`config.mk`:
```
export PLATFORM = sky130hd
export DESIGN_NAME = fixed_point_neuron_mac_flat
export DESIGN_NICKNAME = d
export VERILOG_FILES = /design/src/rtl/fixed_point_neuron_mac_if.sv /design/src/rtl/fixed_point_neuron_mac.sv /design/src/flat_wrapper.sv
export SDC_FILE = /design/constraint.sdc
export NUM_CORES = 1
export LEC_CHECK = 0
export CORE_AREA = 4 4 202 204
export DETAILED_ROUTE_END_ITERATION = 10
export DIE_AREA = 0 0 206 208
export GPL_TIMING_DRIVEN = 1
export PLACE_DENSITY = 0.56
export SYNTH_ARGS = -nofsm -noshare
export SYNTH_HDL_FRONTEND = slang
export SYNTH_SLANG_ARGS = --single-unit
```
`constraint.sdc`:
```
create_clock -name CLK -period 10.1 [get_ports CLK]
set_input_delay 1.515 -clock CLK [delete_from_list [all_inputs] [get_ports CLK]]
set_output_delay 1.515 -clock CLK [all_outputs]
set_load 0.005 [all_outputs]
```
`src/rtl/fixed_point_neuron_mac_if.sv`:
```
// Signal bundle for fixed_point_neuron_mac: evaluation start and bias, the X/W
// operand stream, and the pre-activation result strobe.
interface fixed_point_neuron_mac_if #(
   parameter int WIDTH = 16
);
   // Handshake: a pair moves on a rising CLK edge where VALID_IN and READY_OUT are
   // both high. The producer holds X_IN/W_IN stable while VALID_IN is high and
   // READY_OUT is low. VALID_IN may drop between pairs. VALID_OUT is a one-cycle
   // strobe with no back-pressure.
   logic             START;
   logic [WIDTH-1:0] BIAS_IN;
   logic [WIDTH-1:0] X_IN;
   logic [WIDTH-1:0] W_IN;
   logic             VALID_IN;
   logic             READY_OUT;
   logic [WIDTH-1:0] VALUE_OUT;
   logic             VALID_OUT;
   logic             OVERFLOW;

   modport master (
      output START, BIAS_IN, X_IN, W_IN, VALID_IN,
      input  READY_OUT, VALUE_OUT, VALID_OUT, OVERFLOW
   );

   modport slave (
      input  START, BIAS_IN, X_IN, W_IN, VALID_IN,
      output READY_OUT, VALUE_OUT, VALID_OUT, OVERFLOW
   );
endinterface

```
`src/rtl/fixed_point_neuron_mac.sv`:
```
// Fixed-point neuron MAC: sums NUM_INPUTS X*W products plus a bias, narrowed to WIDTH.
// Define FIXED_POINT_NEURON_SATURATION_EN to clamp out-of-range values (default: wrap).
module fixed_point_neuron_mac #(
   parameter int WIDTH      = 16,
   parameter int FRAC_BITS  = 13,
   parameter int NUM_INPUTS = 8
) (
   input  logic                    CLK,
   input  logic                    RSTN,
   fixed_point_neuron_mac_if.slave bus,
   output logic [1:0]              state_dbg
);
   localparam int CNT_W  = $clog2(NUM_INPUTS + 1);
   localparam int ACC_W  = WIDTH + CNT_W + 1;
   localparam int PROD_W = 2 * WIDTH;

   localparam logic [1:0] S_IDLE  = 2'd0;
   localparam logic [1:0] S_ACCUM = 2'd1;
   localparam logic [1:0] S_BIAS  = 2'd2;

   localparam logic [CNT_W-1:0] LAST_IDX = CNT_W'(NUM_INPUTS - 1);

`ifdef FIXED_POINT_NEURON_SATURATION_EN
   localparam logic [WIDTH-1:0] VAL_MAX = {1'b0, {(WIDTH-1){1'b1}}};
   localparam logic [WIDTH-1:0] VAL_MIN = {1'b1, {(WIDTH-1){1'b0}}};
`endif

   logic [1:0]              state;
   logic [CNT_W-1:0]        pair_cnt;
   logic signed [ACC_W-1:0] acc;
   logic [WIDTH-1:0]        bias_q;
   logic                    ready_q;
   logic                    valid_q;
   logic                    ovf_q;
   logic [WIDTH-1:0]        value_q;

   logic signed [PROD_W-1:0] x_ext;
   logic signed [PROD_W-1:0] w_ext;
   logic signed [PROD_W-1:0] prod_full;
   logic signed [PROD_W-1:0] prod_shift;
   logic                     prod_ovf;
   logic [WIDTH-1:0]         prod_nar;
   logic signed [ACC_W-1:0]  prod_acc;
   logic signed [ACC_W-1:0]  sum;
   logic                     sum_ovf;
   logic [WIDTH-1:0]         sum_nar;
   logic                     accept;

   // ready_q is high only in ACCUM, so it alone qualifies the handshake
   assign accept = ready_q & bus.VALID_IN;

   // Product path: full-width multiply, floor shift, then narrow to WIDTH
   always_comb begin
      x_ext      = {{WIDTH{bus.X_IN[WIDTH-1]}}, bus.X_IN};
      w_ext      = {{WIDTH{bus.W_IN[WIDTH-1]}}, bus.W_IN};
      prod_full  = x_ext * w_ext;
      prod_shift = prod_full >>> FRAC_BITS;
      prod_ovf   = ~((&prod_shift[PROD_W-1:WIDTH-1]) | ~(|prod_shift[PROD_W-1:WIDTH-1]));
`ifdef FIXED_POINT_NEURON_SATURATION_EN
      if (prod_ovf) begin
         prod_nar = prod_shift[PROD_W-1] ? VAL_MIN : VAL_MAX;
      end else begin
         prod_nar = prod_shift[WIDTH-1:0];
      end
`else
      prod_nar = prod_shift[WIDTH-1:0];
`endif
      prod_acc = {{(ACC_W-WIDTH){prod_nar[WIDTH-1]}}, prod_nar};
   end

   // Result path: accumulator plus bias, narrowed the same way as a product
   always_comb begin
      sum     = acc + {{(ACC_W-WIDTH){bias_q[WIDTH-1]}}, bias_q};
      sum_ovf = ~((&sum[ACC_W-1:WIDTH-1]) | ~(|sum[ACC_W-1:WIDTH-1]));
`ifdef FIXED_POINT_NEURON_SATURATION_EN
      if (sum_ovf) begin
         sum_nar = sum[ACC_W-1] ? VAL_MIN : VAL_MAX;
      end else begin
         sum_nar = sum[WIDTH-1:0];
      end
`else
      sum_nar = sum[WIDTH-1:0];
`endif
   end

   always_ff @(posedge CLK) begin
      if (!RSTN) begin
         state    <= S_IDLE;
         pair_cnt <= '0;
         acc      <= '0;
         bias_q   <= '0;
         ready_q  <= 1'b0;
         valid_q  <= 1'b0;
         ovf_q    <= 1'b0;
         value_q  <= '0;
      end else begin
         valid_q <= 1'b0;
         case (state)
            S_IDLE: begin
               if (bus.START) begin
                  bias_q   <= bus.BIAS_IN;
                  acc      <= '0;
                  pair_cnt <= '0;
                  ovf_q    <= 1'b0;
                  ready_q  <= 1'b1;
                  state    <= S_ACCUM;
               end
            end
            S_ACCUM: begin
               if (accept) begin
                  acc      <= acc + prod_acc;
                  pair_cnt <= pair_cnt + CNT_W'(1);
                  if (prod_ovf) begin
                     ovf_q <= 1'b1;
                  end
                  if (pair_cnt == LAST_IDX) begin
                     ready_q <= 1'b0;
                     state   <= S_BIAS;
                  end
               end
            end
            S_BIAS: begin
               value_q <= sum_nar;
               valid_q <= 1'b1;
               if (sum_ovf) begin
                  ovf_q <= 1'b1;
               end
               state <= S_IDLE;
            end
            default: begin
               ready_q <= 1'b0;
               state   <= S_IDLE;
            end
         endcase
      end
   end

   assign bus.READY_OUT = ready_q;
   assign bus.VALUE_OUT = value_q;
   assign bus.VALID_OUT = valid_q;
   assign bus.OVERFLOW  = ovf_q;
   assign state_dbg     = state;
endmodule

```
`src/flat_wrapper.sv`:
```
// flat-port wrapper written by rule: the top's interface ports become plain ports
module fixed_point_neuron_mac_flat 
#(
   parameter int WIDTH      = 16,
   parameter int FRAC_BITS  = 13,
   parameter int NUM_INPUTS = 8
)
  (CLK, RSTN, state_dbg, bus_START, bus_BIAS_IN, bus_X_IN, bus_W_IN, bus_VALID_IN, bus_READY_OUT, bus_VALUE_OUT, bus_VALID_OUT, bus_OVERFLOW);
  fixed_point_neuron_mac_if #(.WIDTH(WIDTH)) bus_i ();
  input  logic CLK;
  input  logic RSTN;
  output logic [1:0] state_dbg;
  input wire logic [$bits(bus_i.START)-1:0] bus_START;
  input wire logic [$bits(bus_i.BIAS_IN)-1:0] bus_BIAS_IN;
  input wire logic [$bits(bus_i.X_IN)-1:0] bus_X_IN;
  input wire logic [$bits(bus_i.W_IN)-1:0] bus_W_IN;
  input wire logic [$bits(bus_i.VALID_IN)-1:0] bus_VALID_IN;
  output wire logic [$bits(bus_i.READY_OUT)-1:0] bus_READY_OUT;
  output wire logic [$bits(bus_i.VALUE_OUT)-1:0] bus_VALUE_OUT;
  output wire logic [$bits(bus_i.VALID_OUT)-1:0] bus_VALID_OUT;
  output wire logic [$bits(bus_i.OVERFLOW)-1:0] bus_OVERFLOW;
  assign bus_i.START = bus_START;
  assign bus_i.BIAS_IN = bus_BIAS_IN;
  assign bus_i.X_IN = bus_X_IN;
  assign bus_i.W_IN = bus_W_IN;
  assign bus_i.VALID_IN = bus_VALID_IN;
  assign bus_READY_OUT = bus_i.READY_OUT;
  assign bus_VALUE_OUT = bus_i.VALUE_OUT;
  assign bus_VALID_OUT = bus_i.VALID_OUT;
  assign bus_OVERFLOW = bus_i.OVERFLOW;
  fixed_point_neuron_mac #(.WIDTH(WIDTH), .FRAC_BITS(FRAC_BITS), .NUM_INPUTS(NUM_INPUTS)) u_core (.CLK(CLK), .RSTN(RSTN), .bus(bus_i), .state_dbg(state_dbg));
endmodule
```
### Word-level counts from Yosys, hierarchy flattened

Cells that the tools add are included.
W data, S select, Z words.

* add/sub/neg operators: 3
* multiply operators: 1
* div/mod/pow operators: 0
* $lt $le $gt $ge: 0
* equal/unequal tests: 8
* shift operators: 0
* mux-type cells: 20
* bitwise gates (word level): 6
* reductions and logical operators: 12

Operator list (count)
* $mux W21: 2
* $pmux W21 S2: 1
* $mul A16 B16 Y32: 1
* $add A21 B16 Y21: 1
* $add A21 B21 Y21: 1
* $mux W1: 8
* $mux W4: 2
* $pmux W4 S2: 1
* $reduce_and A4 Y1: 2
* $mux W2: 3
* $ne A2 B2 Y1 const B: 3
* $pmux W1 S3: 2
* $reduce_and A3 Y1: 2
* $reduce_and A6 Y1: 1
* $reduce_or A6 Y1: 1
* $reduce_and A5 Y1: 1
* $add A4 B1 Y4 const B: 1
* $eq A4 B3 Y1 const B: 1
* $ne A2 B1 Y1 const B: 2
* $pmux W2 S2: 1
* $reduce_or A4 Y1: 1
* $not A1 Y1: 3
* $reduce_bool A3 Y1: 1
* $eq A2 B1 Y1 const B: 1
* other kinds (6): 7

* register bits: 62
* bits in latches: 0
* bits in writable memories: 0
* memory bits (read-only): 0
* input bits: 52
* output and inout bits: 21
* word-level logic and storage cells: 58
* memories kept: 0

### Depth between registers and ports, before layout

Gate-level depths: netlist of the first run.

* depth after elaboration: 7
* mapped depth: 35
* depth with buffers taken out: 34

### Worst setup path before layout of the first run

OpenSTA, ideal clock, no wires.

* path type: in2reg
* start: input bus_W_IN[1]
* end: register u_core.acc[20]
* library setup time: 0.079 ns
* arrival time: 8.461 ns
* required time: 10.021 ns
* path slack: 1.560 ns
* cell stages on the path: 29
* path buffers: 1
* cell sequence: clkbuf_1 > nand2_1 > fa_1 > fa_1 > fa_1 > fa_1 > inv_1 > fa_1 > fa_1 > ha_1 > a2111oi_2 > o21ai_1 > a22oi_2 > a31oi_1 > a311o_1 > o31a_1 > a21oi_1 > nor2b_1 > nor2_1 > xnor2_1 > ha_1 > or3_1 > o21ai_0 > a211oi_1 > nor3_1 > o31ai_1 > xnor2_1 > nand4_1 > o211ai_1

* cells in the longest elaborated chain, start to end: 4

RTL lines
* start, declared: line flat_wrapper.sv:16 `input wire logic [$bits(bus_i.W_IN)-1:0] bus_W_IN;`
* $mul A16 B16 Y32: line fixed_point_neuron_mac.sv:56 `prod_full = x_ext * w_ext;`
* $add A21 B16 Y21: line fixed_point_neuron_mac.sv:111 `acc <= acc + prod_acc;`
* $mux W21: line fixed_point_neuron_mac.sv:110 `if (accept) begin`
* $pmux W21 S2: line fixed_point_neuron_mac.sv:98 `case (state)`
* end signal, assigned: line fixed_point_neuron_mac.sv:111
* end, declared: line fixed_point_neuron_mac.sv:30 `logic signed [ACC_W-1:0] acc;`

Every way passes these cells. The select of a mux whose other input is x is not followed.
A chain may end at the register's enable or synchronous reset.

### Worst setup path after layout of the first run

* start: input bus_W_IN[4]
* end: register u_core.acc[20]

The elaborated chain is that of the path after synthesis.

==> results of run 1 <==
synth_stat cells (7+ instances only):
master / count / area share
a211oi_1: 9 / 0.0050
nand3_1: 18 / 0.0067
nand4_1: 7 / 0.0032
mux2i_1: 12 / 0.0089
ha_1: 126 / 0.12
nor2_1: 72 / 0.020
xor2_1: 18 / 0.012
inv_1: 316 / 0.088
nor3_1: 14 / 0.0052
nand2_1: 190 / 0.053
a21o_1: 15 / 0.0083
a21oi_1: 67 / 0.025
xnor2_1: 44 / 0.028
nand2b_1: 16 / 0.0074
o21ai_0: 24 / 0.0089
dfxtp_1: 62 / 0.092
fa_1: 263 / 0.39
nor2b_1: 9 / 0.0042
and2_1: 120 / 0.055
clkbuf_1: 49 / 0.014
a22oi_1: 16 / 0.0089
metal layers:
layer,track usage,part of all wire,vias up
li1,-,-,4852
met1,0.212,0.43,5122
met2,0.279,0.51,132
met3,0.0170,0.023,49
met4,0.0514,0.036,0
met5,0,0,-
worst max-delay path, delay by kind of cell:
family	cells	cell delay, ns
adder cells (fa/ha/maj)	8	3.59
AND/OR/NAND/NOR	8	1.08
AO/OA/AOI/OAI	9	2.25
XOR/XNOR	2	0.39
buffers and inverters	5	0.92
through the flow:
stage / util / setup slack [ns]
after floorplan: - / 1.56
after global placement: 0.380 / 0.380
after detailed placement: 0.380 / 0.277
after CTS: 0.388 / 0.582
after global routing: 0.388 / 0.0153
final: 0.388 / 0.595
state kept, by name, summed over array words and instances, names as in the netlist:
register / cells
u_core.bias_q: 16
u_core.bus.VALID_OUT: 1
u_core.bus.VALUE_OUT: 16
u_core.bus.READY_OUT: 1
u_core.state_dbg: 2
u_core.pair_cnt: 4
u_core.acc: 21
u_core.bus.OVERFLOW: 1
cell families (layout without fill, tap and decap cells):
family	count (synthesis)	count (layout)	synth area share
compound gates	177	177	0.0843
simple gates	469	469	0.167
fa+ha+maj	389	389	0.505
mux	13	13	0.00970
flops	62	62	0.0916
buf+inv	368	431	0.102
xor+xnor	62	62	0.0401
cell usage in the layout, fill, tap and decap left out, drive strengths merged, types with 9 or more instances in the layout:
cell type	synthesis	routed
a211oi	9	9
a21o	15	15
a21oi	68	68
a22oi	17	17
and2	120	120
buf	2	26
clkbuf	49	12
clkdlybuf4s50	0	72
dfxtp	62	62
fa	263	263
ha	126	126
inv	317	317
mux2i	12	12
nand2	190	190
nand2b	16	16
nand3	18	18
nor2	72	72
nor2b	9	9
nor3	14	14
o21ai	29	29
xnor2	44	44
xor2	18	18
cell type report:
| type | instances | area, µm² |
|---|---|---|
| inverter | 317 | 1190 |
| clock buffer | 12 | 246 |
| timing repair buffer | 98 | 916 |
| multi-input combinational | 1110 | 10900 |
| sequential | 62 | 1240 |
| clock inverter | 4 | 70.1 |
| fill | 3961 | 24000 |
| tap | 525 | 657 |
worst max-delay path by stage:
stage,startpoint,end,slack [ns],cells past startpoint
global route,bus_W_IN[5],u_core.acc[20],0.02,32
floorplan,bus_W_IN[1],u_core.acc[20],1.56,29
global placement,bus_W_IN[4],u_core.acc[20],0.38,32
finish,bus_W_IN[4],u_core.acc[20],0.60,32
CTS,bus_W_IN[5],u_core.acc[20],0.58,32
detailed placement,bus_W_IN[4],u_core.acc[20],0.28,32
==> flow_metrics.env, run 1 <==
export IMPL_status="complete, no violations"
export IMPL_yosysWarnings=0
export IMPL_cp_common_cell="fa_1"
export IMPL_grt_pass1_wl_um=56300
export IMPL_synthDistinctLibCells=60
export IMPL_path_class="primary input to register"
export IMPL_num_vias=10155
export IMPL_cts_resized=0
export IMPL_cts_buffers=9
export IMPL_cts_tree="done"
export IMPL_drv_cap=0
export IMPL_tightest_slew_ns=0.961
export IMPL_layout_drive_gt1_share=0.0318
export IMPL_whs_ns=0.463
export IMPL_arrival_ns=9.76
export IMPL_reg2reg_slack_ns=6.64
export IMPL_core_mm2=0.0393
export IMPL_cp_data_required_time_ns=10.36
export IMPL_die_h_um=208
export IMPL_antenna_found_initial=0
export IMPL_ant_nets=0
export IMPL_gp_congestion=0.848
export IMPL_place_inst=2112
export IMPL_grt_max_degree=55
export IMPL_routed_wl_um=33300
export IMPL_port_buffers=72
export IMPL_async_flop_share=0
export IMPL_min_delay_start="u_core.bias_q[9]"
export IMPL_worstHoldEndpoint="u_core.bias_q[9]"
export IMPL_post_dp_cell_area_mm2=0.0149
export IMPL_fin_area_mm2=0.0152
export IMPL_overflow=0
export IMPL_cts_sinks=62
export IMPL_synth_seq_cells=62
export IMPL_cts_root_buf="clkbuf_16"
export IMPL_r2r_end="u_core.bus.OVERFLOW"
export IMPL_diodes=0
export IMPL_syn_instance_count=1540
export IMPL_hold_viol_final=0
export IMPL_hold_buffers=0
export IMPL_area_growth_pct=12.5
export IMPL_die_area_mm2=0.0428
export IMPL_drc=0
export IMPL_clkTransAtPathRegs_ns=0.05
export IMPL_dieWidth_um=206
export IMPL_hold_depth=2
export IMPL_fin_nets=2039
export IMPL_path_max_fanout=16
export IMPL_worst_path_max_delay_cell="clkdlybuf4s50_1"
export IMPL_pin_count=73
export IMPL_ys_flop_type="dfxtp_1"
export IMPL_grt_util_all_layers=0.161
export IMPL_rsz0062_at_grt="no"
export IMPL_postCtsSetupRepairBufs=0
export IMPL_cpPeakStageDelay_ns=0.71
export IMPL_cts_buffer_depth=2
export IMPL_wl_per_cell_um=15.7
export IMPL_max_slew_margin=0.358
export IMPL_avgSynthCellArea_um2=8.80
export IMPL_rr_startpoint="u_core.acc[0]"
export IMPL_cp_start_kind="primary input"
export IMPL_cts_max_level=3
export IMPL_syn_area_mm2=0.0135
export IMPL_post_route_period_util=0.941
export IMPL_first_iter_violations=394
export IMPL_max_freq_mhz=105
export IMPL_ff2ff_path_depth=14
export IMPL_row_count=73
export IMPL_synth_edf_count=0
export IMPL_synthesis_nets=1981
export IMPL_post_layout_nonfiller_instances=2128
export IMPL_via_per_inst=4.77
export IMPL_hold_path_class="register to register"
export IMPL_initial_utilization=0.345
export IMPL_setup_viol=0
export IMPL_dr_pass1_iters=4
export IMPL_clk_latency_ns=0.34
export IMPL_place_hpwl_um=28500
export IMPL_crit_path_end_kind="register"
export IMPL_final_setup_tns_ns=0
export IMPL_maxSlewViolCount=0
export IMPL_first_global_vias=10885
export IMPL_worst_clock_skew_ns=0.00714
export IMPL_post_route_min_period_ns=9.50
export IMPL_seq_area_frac_synth=0.0916
Power of run 1 is left out: the tool's default activity adds up to more than one toggle a clock period on the data nets, which glitch-free logic cannot reach.
==> run 2, diff against run 1 <==
--- a/config.mk
+++ b/config.mk
@@ -5,11 +5,11 @@
 export SDC_FILE = /design/constraint.sdc
 export NUM_CORES = 1
 export LEC_CHECK = 0
-export CORE_AREA = 4 4 202 204
+export CORE_AREA = 4 4 162 164
 export DETAILED_ROUTE_END_ITERATION = 10
-export DIE_AREA = 0 0 206 208
+export DIE_AREA = 0 0 166 168
 export GPL_TIMING_DRIVEN = 1
-export PLACE_DENSITY = 0.56
+export PLACE_DENSITY = 0.79
 export SYNTH_ARGS = -nofsm -noshare
 export SYNTH_HDL_FRONTEND = slang
 export SYNTH_SLANG_ARGS = --single-unit
==> flow_metrics.env, run 2 (synthesis gave the netlist of run 1 again) <==
export IMPL_tightest_slew_ns=0.948
export IMPL_final_setup_tns_ns=0
export IMPL_dieWidth_um=166
export IMPL_cts_sinks=62
export IMPL_final_cell_mix="inv_1, fa_1, nand2_1, ha_1, and2_1"
export IMPL_antenna_found_initial=0
export IMPL_diodes=0
export IMPL_status="complete, no violations"
export IMPL_overflow=0
export IMPL_wl_per_cell_um=16.3
export IMPL_critical_path_top_delay_family="adder cells"
export IMPL_postCtsSetupRepairBufs=0
export IMPL_cp_common_cell="fa_1"
export IMPL_hold_buffers=0
export IMPL_max_slew_margin=0.368
export IMPL_max_freq_mhz=104
export IMPL_dr_pass1_iters=5
export IMPL_reg2reg_slack_ns=6.69
export IMPL_ant_nets=0
export IMPL_row_count=58
export IMPL_cts_buffer_depth=2
export IMPL_worst_clock_skew_ns=0.00985
export IMPL_cts_root_buf="clkbuf_16"
export IMPL_cp_data_required_time_ns=10.35
export IMPL_hold_viol_final=0
export IMPL_post_route_period_util=0.947
export IMPL_die_h_um=168
export IMPL_die_area_mm2=0.0279
export IMPL_arrival_ns=9.81
export IMPL_initial_utilization=0.544
export IMPL_path_class="primary input to register"
export IMPL_clkTransAtPathRegs_ns=0.06
export IMPL_place_hpwl_um=26600
export IMPL_crit_path_end_kind="register"
export IMPL_clk_latency_ns=0.33
export IMPL_grt_pass1_wl_um=54400
export IMPL_first_global_vias=11427
export IMPL_grt_util_all_layers=0.233
export IMPL_worst_path_max_delay_cell="clkdlybuf4s50_1"
export IMPL_hold_path_class="register to register"
export IMPL_cts_resized=0
export IMPL_port_buffers=72
export IMPL_top_register="u_core.acc"
export IMPL_first_iter_violations=713
export IMPL_cpPeakStageDelay_ns=0.84
export IMPL_largest_reg_flops=21
export IMPL_pin_count=73
export IMPL_core_mm2=0.0249
export IMPL_maxSlewViolCount=0
export IMPL_final_common_cell="inv_1"
export IMPL_fin_nets=2039
export IMPL_post_route_min_period_ns=9.57
export IMPL_setup_viol=0
export IMPL_cts_max_level=3
export IMPL_cts_buffers=9
export IMPL_routed_wl_um=31400
export IMPL_grt_max_degree=55
export IMPL_layout_drive_gt1_share=0.0324
export IMPL_cp_start_kind="primary input"
export IMPL_gp_congestion=0.971
export IMPL_cts_tree="done"
export IMPL_rsz0062_at_grt="no"
export IMPL_drc=0
export IMPL_num_vias=10401
export IMPL_path_max_fanout=13
export IMPL_critPathBufInv=2
export IMPL_drv_cap=0
export IMPL_via_per_inst=5.38
export IMPL_area_growth_pct=10.7
run 2: changes by cell type in the layout (fill, tap and decap cells not counted):
cell	delta
clkbuf_1	-1
clkbuf_8	-1
clkinv_4	+1
clkinvlp_4	+1
run 2: worst paths after layout:
path / startpoint / end / cells past startpoint
worst min register to register: u_core.bus.VALUE_OUT[12] / u_core.bus.VALUE_OUT[12] / 2
worst max register to register: u_core.acc[0] / u_core.bus.OVERFLOW / 14
worst max-delay path: bus_W_IN[1] / u_core.acc[20] / 29
worst min-delay path: u_core.bus.VALUE_OUT[12] / u_core.bus.VALUE_OUT[12] / 2
run 2: tightest hold or removal path, cell delays in order (launching register included):
cell,delay [ns]
dfxtp_1,0.31
nand2_1,0.06
a21oi_1,0.05
run 2: cell type report:
cell class | instances | area (µm²)
multi-input cells | 1110 | 10900
fillers | 2097 | 9890
flip-flops and latches | 62 | 1240
inverters | 317 | 1190
repair buffers | 98 | 916
well taps | 330 | 413
clock buffers | 10 | 229
clock inverters | 6 | 86.3
run 2: per-layer routing:
metal / GRT usage / part of all wire / vias up
met3: 0.0329 / 0.047 / 76
met4: 0.0940 / 0.047 / 0
met5: 0 / 0 / -
met2: 0.423 / 0.52 / 298
li1: - / - / 4852
met1: 0.279 / 0.39 / 5175
run 2: metrics by stage:
step / utilization / instance area [µm²] / hold WS (ns) / std cells / setup WS, ns
3_3_place_gp: 0.590 / 14700 / 0.449 / 1917 / 0.497
6_report: 0.603 / 15000 / 0.465 / 1933 / 0.531
2_1_floorplan: - / 13500 / 0.441 / 1540 / 1.56
4_1_cts: 0.603 / 15000 / 0.466 / 1933 / 0.533
3_5_place_dp: 0.590 / 14700 / 0.454 / 1917 / 0.275
5_1_grt: 0.603 / 15000 / 0.481 / 1933 / 0.0652
Power of run 2 is left out for the same reason.
==> run 3, diff against run 2 <==
--- a/config.mk
+++ b/config.mk
@@ -9,7 +9,7 @@
 export DETAILED_ROUTE_END_ITERATION = 10
 export DIE_AREA = 0 0 166 168
 export GPL_TIMING_DRIVEN = 1
-export PLACE_DENSITY = 0.79
+export PLACE_DENSITY = 0.74
 export SYNTH_ARGS = -nofsm -noshare
 export SYNTH_HDL_FRONTEND = slang
 export SYNTH_SLANG_ARGS = --single-unit
==> flow_metrics.env, run 3 (synthesis gave the netlist of run 1 again) <==
export IMPL_grt_max_degree=55
export IMPL_wl_per_cell_um=16.1
export IMPL_ant_nets=0
export IMPL_max_freq_mhz=105
export IMPL_die_area_mm2=0.0279
export IMPL_cts_max_level=3
export IMPL_pin_count=73
export IMPL_area_growth_pct=10.5
export IMPL_fin_nets=2034
export IMPL_path_max_fanout=16
export IMPL_gp_congestion=0.936
export IMPL_cts_tree="done"
export IMPL_hold_viol_final=0
export IMPL_cts_buffers=9
export IMPL_core_mm2=0.0249
export IMPL_critical_path_top_delay_family="adder cells"
export IMPL_via_per_inst=5.39
export IMPL_cts_buffer_depth=2
export IMPL_setup_viol=0
export IMPL_whs_ns=0.457
export IMPL_cp_start_kind="primary input"
export IMPL_rsz0062_at_grt="no"
export IMPL_drv_cap=0
export IMPL_hold_buffers=0
export IMPL_num_vias=10394
export IMPL_cpPeakStageDelay_ns=0.88
export IMPL_final_cell_mix="inv_1, fa_1, nand2_1, ha_1, and2_1"
export IMPL_worst_clock_skew_ns=0.00581
export IMPL_antenna_found_initial=0
export IMPL_place_hpwl_um=26100
export IMPL_top_register="u_core.acc"
export IMPL_post_route_min_period_ns=9.55
export IMPL_first_iter_violations=585
export IMPL_grt_util_all_layers=0.233
export IMPL_final_common_cell="inv_1"
export IMPL_max_slew_margin=0.361
export IMPL_drc=0
export IMPL_port_buffers=72
export IMPL_cp_data_required_time_ns=10.35
export IMPL_clk_latency_ns=0.33
export IMPL_routed_wl_um=31100
export IMPL_initial_utilization=0.544
export IMPL_diodes=0
export IMPL_cp_common_cell="fa_1"
export IMPL_worst_path_max_delay_cell="clkdlybuf4s50_1"
export IMPL_cts_root_buf="clkbuf_16"
export IMPL_clkTransAtPathRegs_ns=0.06
export IMPL_largest_reg_flops=21
export IMPL_dieWidth_um=166
export IMPL_grt_pass1_wl_um=53700
export IMPL_maxSlewViolCount=0
export IMPL_status="complete, no violations"
export IMPL_row_count=58
export IMPL_critPathBufInv=2
export IMPL_crit_path_end_kind="register"
export IMPL_path_class="primary input to register"
export IMPL_layout_drive_gt1_share=0.0300
export IMPL_post_route_period_util=0.945
export IMPL_rr_startpoint="u_core.acc[0]"
export IMPL_first_global_vias=11216
export IMPL_final_setup_tns_ns=0
export IMPL_cts_sinks=62
export IMPL_die_h_um=168
export IMPL_dr_pass1_iters=5
export IMPL_overflow=0
export IMPL_hold_path_class="register to register"
export IMPL_arrival_ns=9.80
export IMPL_crit_start="bus_X_IN[8]"
export IMPL_min_delay_start="u_core.bus.VALUE_OUT[12]"
export IMPL_tightest_slew_ns=0.957
run 3: cell count changes in the layout (fill, tap and decap cells not counted), sizes merged:
cell and change:
clkinv -1, dlymetal6s2s +1, clkdlybuf4s50 -1, buf -5, clkinvlp +1
run 3: path summary, 6_finish.rpt:
check                           slack [ns]                        to  cells past startpoint
worst max-delay path                  0.55            u_core.acc[20]                     29
worst min-delay path                  0.46  u_core.bus.VALUE_OUT[12]                      2
worst max register to register        6.60       u_core.bus.OVERFLOW                     14
worst min register to register        0.46  u_core.bus.VALUE_OUT[12]                      2
run 3: metrics by stage:
stage          instances   util  setup slack (ns)  cell area (µm²)
3_3_place_gp        1912  0.588             0.583            14600
5_1_grt             1928  0.602            0.0109            15000
4_1_cts             1928  0.601             0.605            15000
3_5_place_dp        1912  0.588             0.319            14600
6_report            1928  0.602             0.554            15000
2_1_floorplan       1540      -              1.56            13500
run 3: worst min-delay path, cell delays in order, from the launching register on:
cell and delay [ns]:
dfxtp_1 0.30, nand2_1 0.06, a21oi_1 0.05
run 3: final cells by class:
cell class / count / area [µm²]
clock buffer: 10 / 239
clock inverter: 6 / 85.1
fill: 2148 / 9920
inverter: 317 / 1190
multi-input combinational: 1110 / 10900
sequential: 62 / 1240
tap: 330 / 413
timing repair buffer: 93 / 881
run 3: metal layers:
metal / share of wire / global-route usage / up-vias
li1: - / - / 4850
met1: 0.39 / 0.282 / 5187
met2: 0.52 / 0.419 / 270
met3: 0.039 / 0.0310 / 87
met4: 0.049 / 0.0986 / 0
met5: 0 / 0 / -
run 3: repair_timing:
item,in CTS,in global routing
buffers inserted,0,0
resized for setup,0,1
setup endpoints to repair,0,1
Power of run 3 is left out for the same reason.
